<file path="config.mk">
export PLATFORM = sky130hd
export DESIGN_NAME = step_sequencer_ctrl
export DESIGN_NICKNAME = d
export VERILOG_FILES = /design/src/rtl/seq_pkg.sv /design/src/rtl/button_debouncer.sv /design/src/rtl/step_sequencer_ctrl.sv
export SDC_FILE = /design/constraint.sdc
export NUM_CORES = 1
export LEC_CHECK = 0
export CAP_MARGIN = 0
export CORE_UTILIZATION = 40
export DETAILED_ROUTE_END_ITERATION = 16
export HOLD_SLACK_MARGIN = 0.08
export PLACE_DENSITY_LB_ADDON = 0.08
export SLEW_MARGIN = 20
export SYNTH_ARGS = -nofsm -noshare
export SYNTH_HDL_FRONTEND = slang
export SYNTH_SLANG_ARGS = --single-unit
</file>
<file path="constraint.sdc">
create_clock -name clk -period 2.1 [get_ports clk]
set_input_delay 0.315 -clock clk [delete_from_list [all_inputs] [get_ports clk]]
set_output_delay 0.315 -clock clk [all_outputs]
set_load 0.01 [all_outputs]
</file>
<file path="src/rtl/seq_pkg.sv">
// -----------------------------------------------------------------------------
// seq_pkg
//
// Shared types and constants for the step sequencer controller.
//
// Contents:
//   note_t             4-bit note code. 0 is a rest and 1..8 are playable notes.
//   NOTE_REST          code stored and played for a silent step
//   NOTE_MAX           highest legal encoder position / note code
//   DEFAULT_NUM_STEPS  default sequence length used by step_sequencer_ctrl
//   seq_state_t        playback FSM states {STOP, PLAY}
//   sanitize_note()    maps a raw encoder position onto a legal note code
// -----------------------------------------------------------------------------
package seq_pkg;

    typedef logic [3:0] note_t;

    localparam note_t NOTE_REST = 4'd0;
    localparam note_t NOTE_MAX  = 4'd8;

    localparam int DEFAULT_NUM_STEPS = 8;

    typedef enum logic {
        STOP = 1'b0,
        PLAY = 1'b1
    } seq_state_t;

    // The encoder can report 0 or 9..15 when it is out of its detent range.
    // Those positions are stored as rests, so the sequencer only ever plays
    // notes that exist.
    function automatic note_t sanitize_note(input logic [3:0] pos);
        note_t result;
        if ((pos == NOTE_REST) || (pos > NOTE_MAX)) begin
            result = NOTE_REST;
        end else begin
            result = note_t'(pos);
        end
        return result;
    endfunction

endpackage : seq_pkg

</file>
<file path="src/rtl/button_debouncer.sv">
// -----------------------------------------------------------------------------
// button_debouncer
//
// Turns the raw, bouncing encoder pushbutton into a clean one-cycle press
// pulse.
//
// Pipeline:
//   1. A two-flop synchronizer brings the asynchronous button into clk.
//   2. The debounced level follows the synchronized sample only after
//      DEBOUNCE_CYCLES consecutive samples that differ from it. Any sample
//      that agrees with the current level restarts the count, so bounces
//      shorter than DEBOUNCE_CYCLES never change the level.
//   3. A rising edge of the debounced level produces a single press pulse.
//      Holding the button produces no further pulses.
//
// Ports:
//   clk       system clock
//   rst       synchronous active-high reset. It clears the synchronizer, the
//             level, the counter and any pending press.
//   button_i  raw pushbutton input (asynchronous)
//   press_o   one-cycle pulse, registered, on each accepted press
// -----------------------------------------------------------------------------
module button_debouncer #(
    parameter int DEBOUNCE_CYCLES = 120_000
) (
    input  logic clk,
    input  logic rst,
    input  logic button_i,
    output logic press_o
);

    localparam int CNT_W = (DEBOUNCE_CYCLES > 1) ? $clog2(DEBOUNCE_CYCLES) : 1;
    // The count holds the number of disagreeing samples already seen. The
    // sample that meets this value is the DEBOUNCE_CYCLES-th one in the run.
    localparam logic [CNT_W-1:0] CNT_LAST = CNT_W'(DEBOUNCE_CYCLES - 1);

    logic [1:0]       sync_q;
    logic             sample;
    logic             level_q;
    logic             level_d;
    logic [CNT_W-1:0] cnt_q;
    logic [CNT_W-1:0] cnt_d;
    logic             press_q;
    logic             press_d;

    assign sample = sync_q[1];

    always_comb begin
        // NOTE: every signal assigned here gets a default first. A path that
        // leaves one unassigned would infer a latch.
        level_d = level_q;
        cnt_d   = '0;
        if (sample != level_q) begin
            if (cnt_q == CNT_LAST) begin
                level_d = sample;
            end else begin
                cnt_d = cnt_q + CNT_W'(1);
            end
        end
        // Rising-edge detect on the debounced level. The press is taken from
        // the next-level value, so it registers in the same cycle the new
        // level is accepted.
        press_d = level_d & ~level_q;
    end

    // NOTE: state flops use non-blocking assignments only. Every flop then
    // samples pre-edge values, whatever order the statements are in.
    always_ff @(posedge clk) begin
        if (rst) begin
            sync_q  <= 2'b00;
            level_q <= 1'b0;
            cnt_q   <= '0;
            press_q <= 1'b0;
        end else begin
            sync_q  <= {sync_q[0], button_i};
            level_q <= level_d;
            cnt_q   <= cnt_d;
            press_q <= press_d;
        end
    end

    assign press_o = press_q;

endmodule : button_debouncer

</file>
<file path="src/rtl/step_sequencer_ctrl.sv">
// -----------------------------------------------------------------------------
// step_sequencer_ctrl
//
// Step sequencer controller. The user programs a short note sequence with a
// rotary encoder and its pushbutton. While play_en is high, the sequence loops
// one step every TICKS_PER_STEP clocks.
//
// Editing:
//   Each debounced press writes the (sanitized) rotary_position into the step
//   at edit_index. write_ack pulses in the same cycle, and edit_index then
//   advances, wrapping at the end of the sequence. Editing works in both
//   STOP and PLAY.
//
// Playback:
//   STOP -> PLAY on play_en=1. The first PLAY cycle already presents step 0
//   with a strobe. Each step lasts TICKS_PER_STEP cycles. note is latched at
//   the start of the step and held for the whole step, so an edit to the
//   step that is playing is heard on the next pass. gate is high for the
//   first GATE_TICKS cycles of any non-rest step. PLAY -> STOP on play_en=0
//   silences the outputs and rewinds to step 0, and the programmed sequence
//   is kept.
//
// Ports:
//   clk              system clock
//   rst              synchronous active-high reset
//   button           raw encoder pushbutton (asynchronous, bouncing)
//   rotary_position  encoder note selection, legal values 1..8
//   play_en          1 = play, 0 = stop (level)
//   note             note of the current step, 0 = rest
//   note_strobe      one-cycle pulse at the start of every step
//   gate             note-on window within the step
//   step_index       step currently being played
//   edit_index       step the next press will write
//   write_ack        one-cycle pulse when a step is written
//
// NUM_STEPS must be a power of two (2..16) so that the step and edit indices
// wrap naturally. GATE_TICKS must be below TICKS_PER_STEP.
// -----------------------------------------------------------------------------
module step_sequencer_ctrl
    import seq_pkg::*;
#(
    parameter int NUM_STEPS       = DEFAULT_NUM_STEPS,
    parameter int TICKS_PER_STEP  = 3_000_000,
    parameter int GATE_TICKS      = 1_500_000,
    parameter int DEBOUNCE_CYCLES = 120_000
) (
    input  logic                         clk,
    input  logic                         rst,
    input  logic                         button,
    input  logic [3:0]                   rotary_position,
    input  logic                         play_en,
    output logic [3:0]                   note,
    output logic                         note_strobe,
    output logic                         gate,
    output logic [$clog2(NUM_STEPS)-1:0] step_index,
    output logic [$clog2(NUM_STEPS)-1:0] edit_index,
    output logic                         write_ack
);

    localparam int STEP_W = $clog2(NUM_STEPS);
    localparam int TICK_W = (TICKS_PER_STEP > 1) ? $clog2(TICKS_PER_STEP) : 1;

    localparam logic [TICK_W-1:0] TICK_LAST  = TICK_W'(TICKS_PER_STEP - 1);
    localparam logic [TICK_W-1:0] GATE_LIMIT = TICK_W'(GATE_TICKS);

    // -------------------------------------------------------------------------
    // Button path
    // -------------------------------------------------------------------------
    logic press;

    button_debouncer #(
        .DEBOUNCE_CYCLES (DEBOUNCE_CYCLES)
    ) u_button_debouncer (
        .clk      (clk),
        .rst      (rst),
        .button_i (button),
        .press_o  (press)
    );

    // -------------------------------------------------------------------------
    // Step memory and edit pointer
    // -------------------------------------------------------------------------
    note_t             mem_q [NUM_STEPS];
    logic [STEP_W-1:0] edit_q;

    // The playback logic reads mem_q combinationally and loads the result at
    // the same edge a write lands. A load and a write to the same step in one
    // cycle therefore take the old value.
    always_ff @(posedge clk) begin
        if (rst) begin
            // NOTE: the step memory is a reset flop array, not a RAM, so that
            // a fresh reset always replays as silence. Inferred RAMs cannot
            // be cleared in a single cycle.
            for (int i = 0; i < NUM_STEPS; i++) begin
                mem_q[i] <= NOTE_REST;
            end
            edit_q <= '0;
        end else if (press) begin
            mem_q[edit_q] <= sanitize_note(rotary_position);
            edit_q        <= edit_q + STEP_W'(1);
        end
    end

    // -------------------------------------------------------------------------
    // Playback FSM
    // -------------------------------------------------------------------------
    seq_state_t        state_q;
    seq_state_t        state_d;
    logic [STEP_W-1:0] step_q;
    logic [STEP_W-1:0] step_d;
    logic [STEP_W-1:0] step_next;
    logic [TICK_W-1:0] tick_q;
    logic [TICK_W-1:0] tick_d;
    note_t             note_q;
    note_t             note_d;
    logic              strobe_q;
    logic              strobe_d;

    // Power-of-two NUM_STEPS: the increment wraps NUM_STEPS-1 -> 0 by itself.
    assign step_next = step_q + STEP_W'(1);

    always_ff @(posedge clk) begin
        if (rst) begin
            state_q  <= STOP;
            step_q   <= '0;
            tick_q   <= '0;
            note_q   <= NOTE_REST;
            strobe_q <= 1'b0;
        end else begin
            state_q  <= state_d;
            step_q   <= step_d;
            tick_q   <= tick_d;
            note_q   <= note_d;
            strobe_q <= strobe_d;
        end
    end

    always_comb begin
        state_d  = state_q;
        step_d   = step_q;
        tick_d   = tick_q;
        note_d   = note_q;
        strobe_d = 1'b0;

        unique case (state_q)
            STOP: begin
                // Keep the outputs parked at silence on step 0.
                step_d = '0;
                tick_d = '0;
                note_d = NOTE_REST;
                if (play_en) begin
                    // Start presenting step 0 right away, so the first PLAY
                    // cycle is already a step start.
                    state_d  = PLAY;
                    note_d   = mem_q[0];
                    strobe_d = 1'b1;
                end
            end

            PLAY: begin
                if (!play_en) begin
                    state_d = STOP;
                    step_d  = '0;
                    tick_d  = '0;
                    note_d  = NOTE_REST;
                end else if (tick_q == TICK_LAST) begin
                    step_d   = step_next;
                    tick_d   = '0;
                    note_d   = mem_q[step_next];
                    strobe_d = 1'b1;
                end else begin
                    tick_d = tick_q + TICK_W'(1);
                end
            end

            default: begin
                state_d = STOP;
            end
        endcase
    end

    // -------------------------------------------------------------------------
    // Outputs
    // -------------------------------------------------------------------------
    // In STOP, note_q is a rest and tick_q is zero. The state term keeps gate
    // low there in any case.
    assign gate        = (state_q == PLAY) && (tick_q < GATE_LIMIT) && (note_q != NOTE_REST);
    assign note        = note_q;
    assign note_strobe = strobe_q;
    assign step_index  = step_q;
    assign edit_index  = edit_q;
    assign write_ack   = press;

endmodule : step_sequencer_ctrl

</file>
Yosys cells after proc, flatten, opt, wreduce, memory -nomap -nowiden
Memory sizes are Yosys's and may differ from the RTL's.
Cells that the tools add are included.

cells by class
  $mul = 0
  shift operators = 0
  reduce and logical (&&, ||, !) cells = 7
  magnitude comparators = 2
  bitwise logic cells = 4
  div/mod/pow operators = 0
  eq/ne operators = 4
  $add $sub $neg = 4
  muxes and demuxes = 27

operator list
  cell                                                                            count
  22-bit two-way mux                                                              2
  22-bit one-hot mux with 2 select lines                                          1
  4-bit two-way mux                                                               7
  22-bit by 1-bit adder with 22-bit output, second input constant                 1
  22-bit == test, second input constant                                           1
  22-bit by 21-bit less-than comparator with 1-bit output, second input constant  1
  17-bit by 1-bit adder with 17-bit output, second input constant                 1
  17-bit == test, second input constant                                           1
  1-bit two-way mux                                                               11
  3-bit two-way mux                                                               3
  4-bit one-hot mux with 2 select lines                                           1
  3-bit by 1-bit adder with 3-bit output, second input constant                   2
  3-bit one-hot mux with 2 select lines                                           1
  4-bit > comparator, second input constant                                       1
  4-bit logical NOT                                                               1
  4-bit nonzero test                                                              1
  4-bit OR reduction                                                              1
  3-bit by 2-bit inequality test with 1-bit output, second input constant         1
  1-bit inverter                                                                  3
  3-bit OR reduction                                                              1
  1-bit logical AND                                                               2
  1-bit one-hot mux with 2 select lines                                           1
  1-bit AND                                                                       1
  1-bit logical OR                                                                1
  1-bit inequality test                                                           1

word-level totals
  bits of input ports = 8
  word-level logic and storage cells = 59
  memory bits (writable) = 32
  bits in latches = 0
  memories = 1
  bits in read-only memories = 0
  flip-flop bits (word level) = 55

memory list
  memory  words  width  read ports  clocked after memory_dff  wr ports  RTL line                   text
  mem_q   8      4      2           0                         8         step_sequencer_ctrl.sv:83  note_t mem_q [NUM_STEPS];

Longest topological paths before layout
Gate-level depths: netlist (run 1).

  depth in word-level cells = 6
  depth in mapped cells = 8
  mapped depth without buffers = 6

Hierarchy
From an unflattened synthesis (run 1), not the netlist that was laid out.

second synthesis, totals
  cell total of the unflattened synthesis = 401
  area, all modules = 4065.1 um^2

modules (own cells, without submodules)
  module               times used  cells an instance  sequential area each (um^2)  area each (um^2)
  step_sequencer_ctrl  1           301                1641.6                       3134.3
  button_debouncer     1           100                420.4                        930.9

Least setup slack after synthesis (run 1)
Ideal clock, no wire load.

  kind = flip-flop to output port
  start point = reg tick_q[12]
  end point = out gate
  cell stages (with the launch flop) = 7
  data required time = 1.785 ns
  path buffers = 1
  setup slack = 0.176 ns
  arrival = 1.609 ns
  path through = dfxtp_1 -> clkbuf_1 -> nor3_1 -> o21ai_0 -> a41oi_1 -> nor2_1 -> a2111oi_0

between the ends
  word-level cells in the longest chain between the ends = 3

RTL lines
  what                                                     RTL line                    text
  start: declaration                                       step_sequencer_ctrl.sv:112  logic [TICK_W-1:0] tick_q;
  start signal: assignment                                 step_sequencer_ctrl.sv:132  tick_q <= tick_d;
  22-bit by 21-bit less-than comparator with 1-bit output  step_sequencer_ctrl.sv:187  assign gate = (state_q == PLAY) && (tick_q < GATE_LIMIT) && (note_q != NOTE_REST);
  1-bit logical AND (2 in series)                          step_sequencer_ctrl.sv:187
  end: declaration                                         step_sequencer_ctrl.sv:54   output logic gate,

Every way passes these cells.

Worst setup path in the final report (run 1)
  start point = reg tick_q[10]
  end point = out gate

The elaborated chain is that of the path after synthesis.

==> results.tsv, run 1 <==
metric	value	unit
MaxCap Viol Count	0	
met1 Use GR	22.1	%
# setup viols final	0	
top_reg_cell synth	dfxtp_1	
FP Rows	35	
first-pass GRT wire length	12.7	mm
I/O Buffers	20	
most common cell after layout, fill and taps aside	nor2_1	
clock sinks	87	
Ys Warns	0	
Slew Limit Headroom	64.7	%
M2 GR Usage	25.4	%
Hold Buf Count CTS	0	
TritonCTS Buffers	9	
dpl ws	-0.0977	ns
Crit path largest cell delay	0.33	ns
clock-pin slew on the worst setup and hold paths	0.08	ns
busiest grt layer	met2	
Total Wirelength	7.61	mm
crit-path max FO	2	
Netlist cell types	36	
Initial Utilization	41.9	%
initial antenna violation count	0	
Worst-Skew Late Latency	0.35	ns
Die H	101	microns
outcome	complete, no violations	
most frequent cells in the layout	nor2_1 (88), dfxtp_1 (54), edfxtp_1 (32), nand3_1 (25), xor2_1 (23)	
Avg WL per Cell	13.2	microns
pwr dens	675	nW/um^2
Tot Pwr	3.14	mW
largest net degree at the start of global routing	23	
final hold vios	0	
CTS Root Cell	clkbuf_8	
Pre-Repair DR Iteration Count	4	
Slew Viols, Final	0	
Via-to-Cell Ratio	5.00	
core box area	9420	sq um
ys async rst share	0	%
Post-Syn Nets	415	
worst-path cell chain	nor3_2 > o21ai_1 > a41oi_2 > nor2_1 > a2111oi_1 > buf_2	
arrival time at the worst endpoint	1.71	ns
Die ar.	10300	sq um
WP buf/inv	1	
crit share post-route	96.5	%
Worst setup EP type	output pin	
slowest library cell on the worst path	dfxtp_2	
H-Tree Level Count	3	
Tmin final	2.03	ns
Die X	101	microns
remaining antenna violation count	0	
HP Class	reg2reg	
number of global-route vias before repair	2676	
f_max	493	MHz
met3 Usage GRT	3.73	%
CTS Buffer Depth	2	
number of synthesized register bits	87	
Vias	2873	
Final #Nets	453	
crit path kind	reg2out	
family with the most delay on the worst path	compound AO/OA/AOI/OAI gates	
CTS tree	built	
type of origin of the critical path	flip-flop	
Mapped Cells	403	
number of flops mapped to enable cells by yosys	32	
total track usage	16.2	%
R2R setup slack	0.13	ns
layout cells sized above 1	10.1	%
IO Pins	21	
DRT iter0 DRCs	72	
Detailed Place HPWL	5.39	mm
worst slew pin tran	0.516	ns
routability cong.	0.764	
data required time of the worst path	1.78	ns
RSZ-0062 raised after global routing	yes	
Clock Skew	0.0116	ns
drt drc	0	
diode count	0	
grt ovf	0	
Seq/Total Area, Yosys	52.3	%
synthesized area per cell	9.78	sq um
Peak VDD IR	416	uV
leakage power	1.53	nW
mapped cell area	3940	sq um
setup ws final	0.0735	ns
Area Overhead vs Synth	17.9	%
==> logic make-up (layout without fill, tap and decap cells) <==
group / Yosys count / after routing / synth area share [%]
adders and majority gates: 4 / 4 / 1.27
buffers and inverters: 23 / 66 / 3.05
xor gates and xnor gates: 41 / 41 / 9.11
and+or+nand+nor: 206 / 206 / 25.8
muxes: 15 / 15 / 3.81
DFF: 87 / 87 / 52.3
AOI/OAI and AO/OA: 27 / 27 / 4.63
==> Yosys cell counts, drive strengths merged (6+ instances only) <==
| cell | n | share of area [%] |
|---|---|---|
| nand3 | 25 | 3.2 |
| nor2b | 12 | 1.9 |
| and3 | 7 | 1.1 |
| or3 | 6 | 0.95 |
| xnor2 | 18 | 4.0 |
| nor3 | 10 | 1.3 |
| a21oi | 7 | 0.89 |
| o21ai | 6 | 0.76 |
| inv | 6 | 0.57 |
| clkbuf | 10 | 0.95 |
| dfxtp | 55 | 28 |
| edfxtp | 32 | 24 |
| nand2 | 18 | 1.7 |
| nor2 | 88 | 8.4 |
| nand2b | 13 | 2.1 |
| xor2 | 23 | 5.1 |
| mux2i | 15 | 3.8 |
| buf | 7 | 1.5 |
| nand4 | 12 | 1.9 |
==> power by group <==
group          internal [mW]  switching [mW]
Combinational         0.0507          0.0607
Clock                  0.666           0.575
Sequential              1.77          0.0139
==> cell type report <==
cell class | count | area (sq um)
Clock buffer | 10 | 128
Clock inverter | 6 | 85.1
Multi-Input combinational cell | 293 | 1770
Tap cell | 129 | 161
Fill cell | 897 | 4770
Timing Repair Buffer | 44 | 413
Inverter | 6 | 22.5
Sequential cell | 87 | 2060
==> routing by layer <==
metal,vias to the layer above,wire length (microns)
met5,-,0
met4,0,104
met3,10,220
met2,43,3420
met1,1347,3860
li1,1473,-
==> state kept, by name, indices dropped and copies added, names as in the netlist <==
signal                      flops
tick_q                         22
note_strobe                     1
u_button_debouncer.press_o      1
u_button_debouncer.cnt_q       17
edit_index                      3
state_q                         1
u_button_debouncer.level_q      1
step_index                      3
u_button_debouncer.sync_q       2
note                            4
mem_q                          32
==> through the flow <==
| step | instances | cell area, sq um | TNS, ns | utilization (%) | hold WS, ns |
|---|---|---|---|---|---|
| final | 575 | 4650 | 0 | 49.4 | 0.447 |
| after global routing | 575 | 4650 | -0.0450 | 49.4 | 0.479 |
| after CTS | 575 | 4630 | 0 | 49.2 | 0.452 |
| after detailed placement | 559 | 4420 | -0.0977 | 47.0 | 0.434 |
| after global placement | 559 | 4420 | -0.114 | 47.0 | 0.434 |
| after floorplan | 403 | 3940 | 0 | - | 0.414 |
==> repair_timing <==
item | in CTS | in global routing
endpoints found under the setup margin | 1 | 1
pin swaps | 2 | 3
buffers inserted | 0 | 0
gates resized for setup | 4 | 5
==> path summary, 6_finish.rpt <==
path / endpoint / startpoint / cells after the start
worst max register to register: note[0]$_SDFFE_PP0P_ / step_index[1]$_SDFFE_PP0P_ / 7
worst max-delay path: gate / tick_q[10]$_SDFF_PP0_ / 6
worst min-delay path: u_button_debouncer.sync_q[1]$_SDFF_PP0_ / u_button_debouncer.sync_q[0]$_SDFF_PP0_ / 1
worst min register to register: u_button_debouncer.sync_q[1]$_SDFF_PP0_ / u_button_debouncer.sync_q[0]$_SDFF_PP0_ / 1
Power figures use the tool's default switching activity.
==> run 2: changes to the inputs <==
--- a/config.mk
+++ b/config.mk
@@ -6,6 +6,7 @@
 export NUM_CORES = 1
 export LEC_CHECK = 0
 export CAP_MARGIN = 0
+export CORE_ASPECT_RATIO = 1.5
 export CORE_UTILIZATION = 40
 export DETAILED_ROUTE_END_ITERATION = 16
 export HOLD_SLACK_MARGIN = 0.08
==> run 2 against run 1 <==
- via count up 0.45%
- sequential share of layout area decreased by 0.60 points
- cell count shrank 2.1%
- critical endpoint unchanged
- highest routed layer unchanged
- clock power rose by 27%
- critical path type unchanged
- combinational power hardly changed
- critical path depth unchanged
- global-route usage increased by 0.51 points
- wire length is 7.0% higher
==> results.tsv, run 2 (synthesis results as in run 1) <==
metric	value	unit
final hold vios	0	
outcome	complete, no violations	
diode count	0	
drt drc	0	
core box area	9630	sq um
final instance area	4710	sq um
met1 Use GR	18.1	%
DRT iter0 DRCs	108	
Hold Buf Count CTS	0	
Pre-Repair DR Iteration Count	4	
Clock Skew	0.00409	ns
Area Overhead vs Synth	19.4	%
crit share post-route	96.0	%
Worst setup EP type	output pin	
Largest register FFs	32	
initial antenna violation count	0	
data required time of the worst path	1.78	ns
dpl ws	-0.141	ns
R2R setup slack	0.11	ns
first-pass GRT wire length	13.3	mm
register area	2060	sq um
clock sinks	87	
met3 Usage GRT	3.38	%
Vias	2886	
Hold Crit Endpoint	u_button_debouncer.sync_q[1]$_SDFF_PP0_	
hold path cells	1	
M2 GR Usage	31.1	%
Die X	83.1	microns
Via-to-Cell Ratio	5.13	
leakage power	1.57	nW
Crit path largest cell delay	0.31	ns
R2R cell count	7	
total track usage	16.7	%
arrival time at the worst endpoint	1.70	ns
Peak VDD IR	442	uV
Slew Limit Headroom	57.6	%
MaxCap Viol Count	0	
Die H	124	microns
r2r startpoint	step_index[1]$_SDFFE_PP0P_	
fill cell count	912	
largest register by flop count	mem_q	
Detailed Place HPWL	6.07	mm
# setup viols final	0	
slowest library cell on the worst path	dfxtp_1	
Worst-Skew Late Latency	0.34	ns
Avg WL per Cell	14.5	microns
Slew Viols, Final	0	
most frequent cells in the layout	nor2_1 (88), dfxtp_1 (55), edfxtp_1 (32), nand3_1 (25), buf_4 (25)	
grt ovf	0	
CTS Buffer Depth	2	
most common cell after layout, fill and taps aside	nor2_1	
multi-input logic area	1780	sq um
I/O Buffers	20	
Total Wirelength	8.15	mm
TritonCTS Buffers	9	
clock-pin slew on the worst setup and hold paths	0.06	ns
family with the most delay on the worst path	compound AO/OA/AOI/OAI gates	
remaining antenna violation count	0	
crit path kind	reg2out	
worst slew pin tran	0.620	ns
number of global-route vias before repair	2762	
worst-path cell chain	nor3_1 > o21ai_1 > a41oi_1 > nor2_1 > a2111oi_2 > buf_2	
type of origin of the critical path	flip-flop	
Crit Reg-Reg Endpoint	note[0]$_SDFFE_PP0P_	
pwr dens	740	nW/um^2
IO Pins	21	
largest net degree at the start of global routing	23	
layout cells sized above 1	10.7	%
CTS Root Cell	clkbuf_16	
Die ar.	10300	sq um
Tmin final	2.02	ns
FP Rows	44	
Hold Startpoint	u_button_debouncer.sync_q[0]$_SDFF_PP0_	
WP buf/inv	1	
placed cell areas	4400	sq um
f_max	496	MHz
setup bufs post-CTS	0	
Initial Utilization	40.9	%
busiest grt layer	met2	
HP Class	reg2reg	
RSZ-0062 raised after global routing	no	
Final #Nets	455	
CTS tree	built	
crit-path max FO	2	
routability cong.	0.855	
Tot Pwr	3.48	mW
setup ws final	0.0845	ns
H-Tree Level Count	3	
Top Registers	mem_q (32), tick_q (22), u_button_debouncer.cnt_q (17)	
==> run 2: changes by cell type in the layout (fill, tap and decap cells not counted), moves of 2 or more <==
cell | previous run | this run
buf_12 | 3 | 1
buf_4 | 21 | 25
clkbuf_8 | 9 | 0
clkbuf_16 | 0 | 9
==> run 2: cell type report <==
| class | instances | area share [%] |
|---|---|---|
| clock inverter | 7 | 1.54 |
| inverter | 6 | 0.478 |
| multi-input combinational | 293 | 37.8 |
| tap | 115 | 3.06 |
| timing repair buffer | 46 | 8.56 |
| clock buffer | 9 | 4.78 |
| sequential | 87 | 43.8 |
==> run 2: how the worst max path moves through the flow <==
stage / depth (start not counted) / from / slack [ns] / to
global placement: 6 / tick_q[12]$_SDFF_PP0_ / -0.09 / gate
global route: 6 / step_index[1]$_SDFFE_PP0P_ / 0.01 / note[1]$_SDFFE_PP0P_
CTS: 6 / tick_q[12]$_SDFF_PP0_ / 0.05 / gate
floorplan: 6 / tick_q[12]$_SDFF_PP0_ / 0.18 / gate
finish: 6 / tick_q[12]$_SDFF_PP0_ / 0.08 / gate
detailed placement: 6 / tick_q[12]$_SDFF_PP0_ / -0.14 / gate
==> run 2: what timing repair did <==
action                     CTS  global route
setup endpoints to repair    1             3
gates resized for setup      7             4
pin swaps                    1             3
==> run 2: layer usage <==
| layer | vias to the layer above | routed length, microns |
|---|---|---|
| met3 | 11 | 197 |
| met5 | - | 0 |
| met1 | 1348 | 3450 |
| li1 | 1485 | - |
| met2 | 42 | 4370 |
| met4 | 0 | 129 |
==> run 2: stage by stage <==
| step | hold WS [ns] | std cells | utilization (%) | setup TNS, ns |
|---|---|---|---|---|
| floorplan | 0.414 | 403 | - | 0 |
| global placement | 0.428 | 547 | 45.6 | -0.0927 |
| detailed placement | 0.432 | 547 | 45.6 | -0.141 |
| CTS | 0.449 | 563 | 48.7 | 0 |
| global route | 0.469 | 563 | 48.9 | 0 |
| finish | 0.441 | 563 | 48.9 | 0 |
==> run 2: report_power, final <==
group          switching (mW)  total (mW)  internal (mW)
registers              0.0143        1.79           1.77
clock network           0.662        1.58          0.922
logic                  0.0611       0.111         0.0503
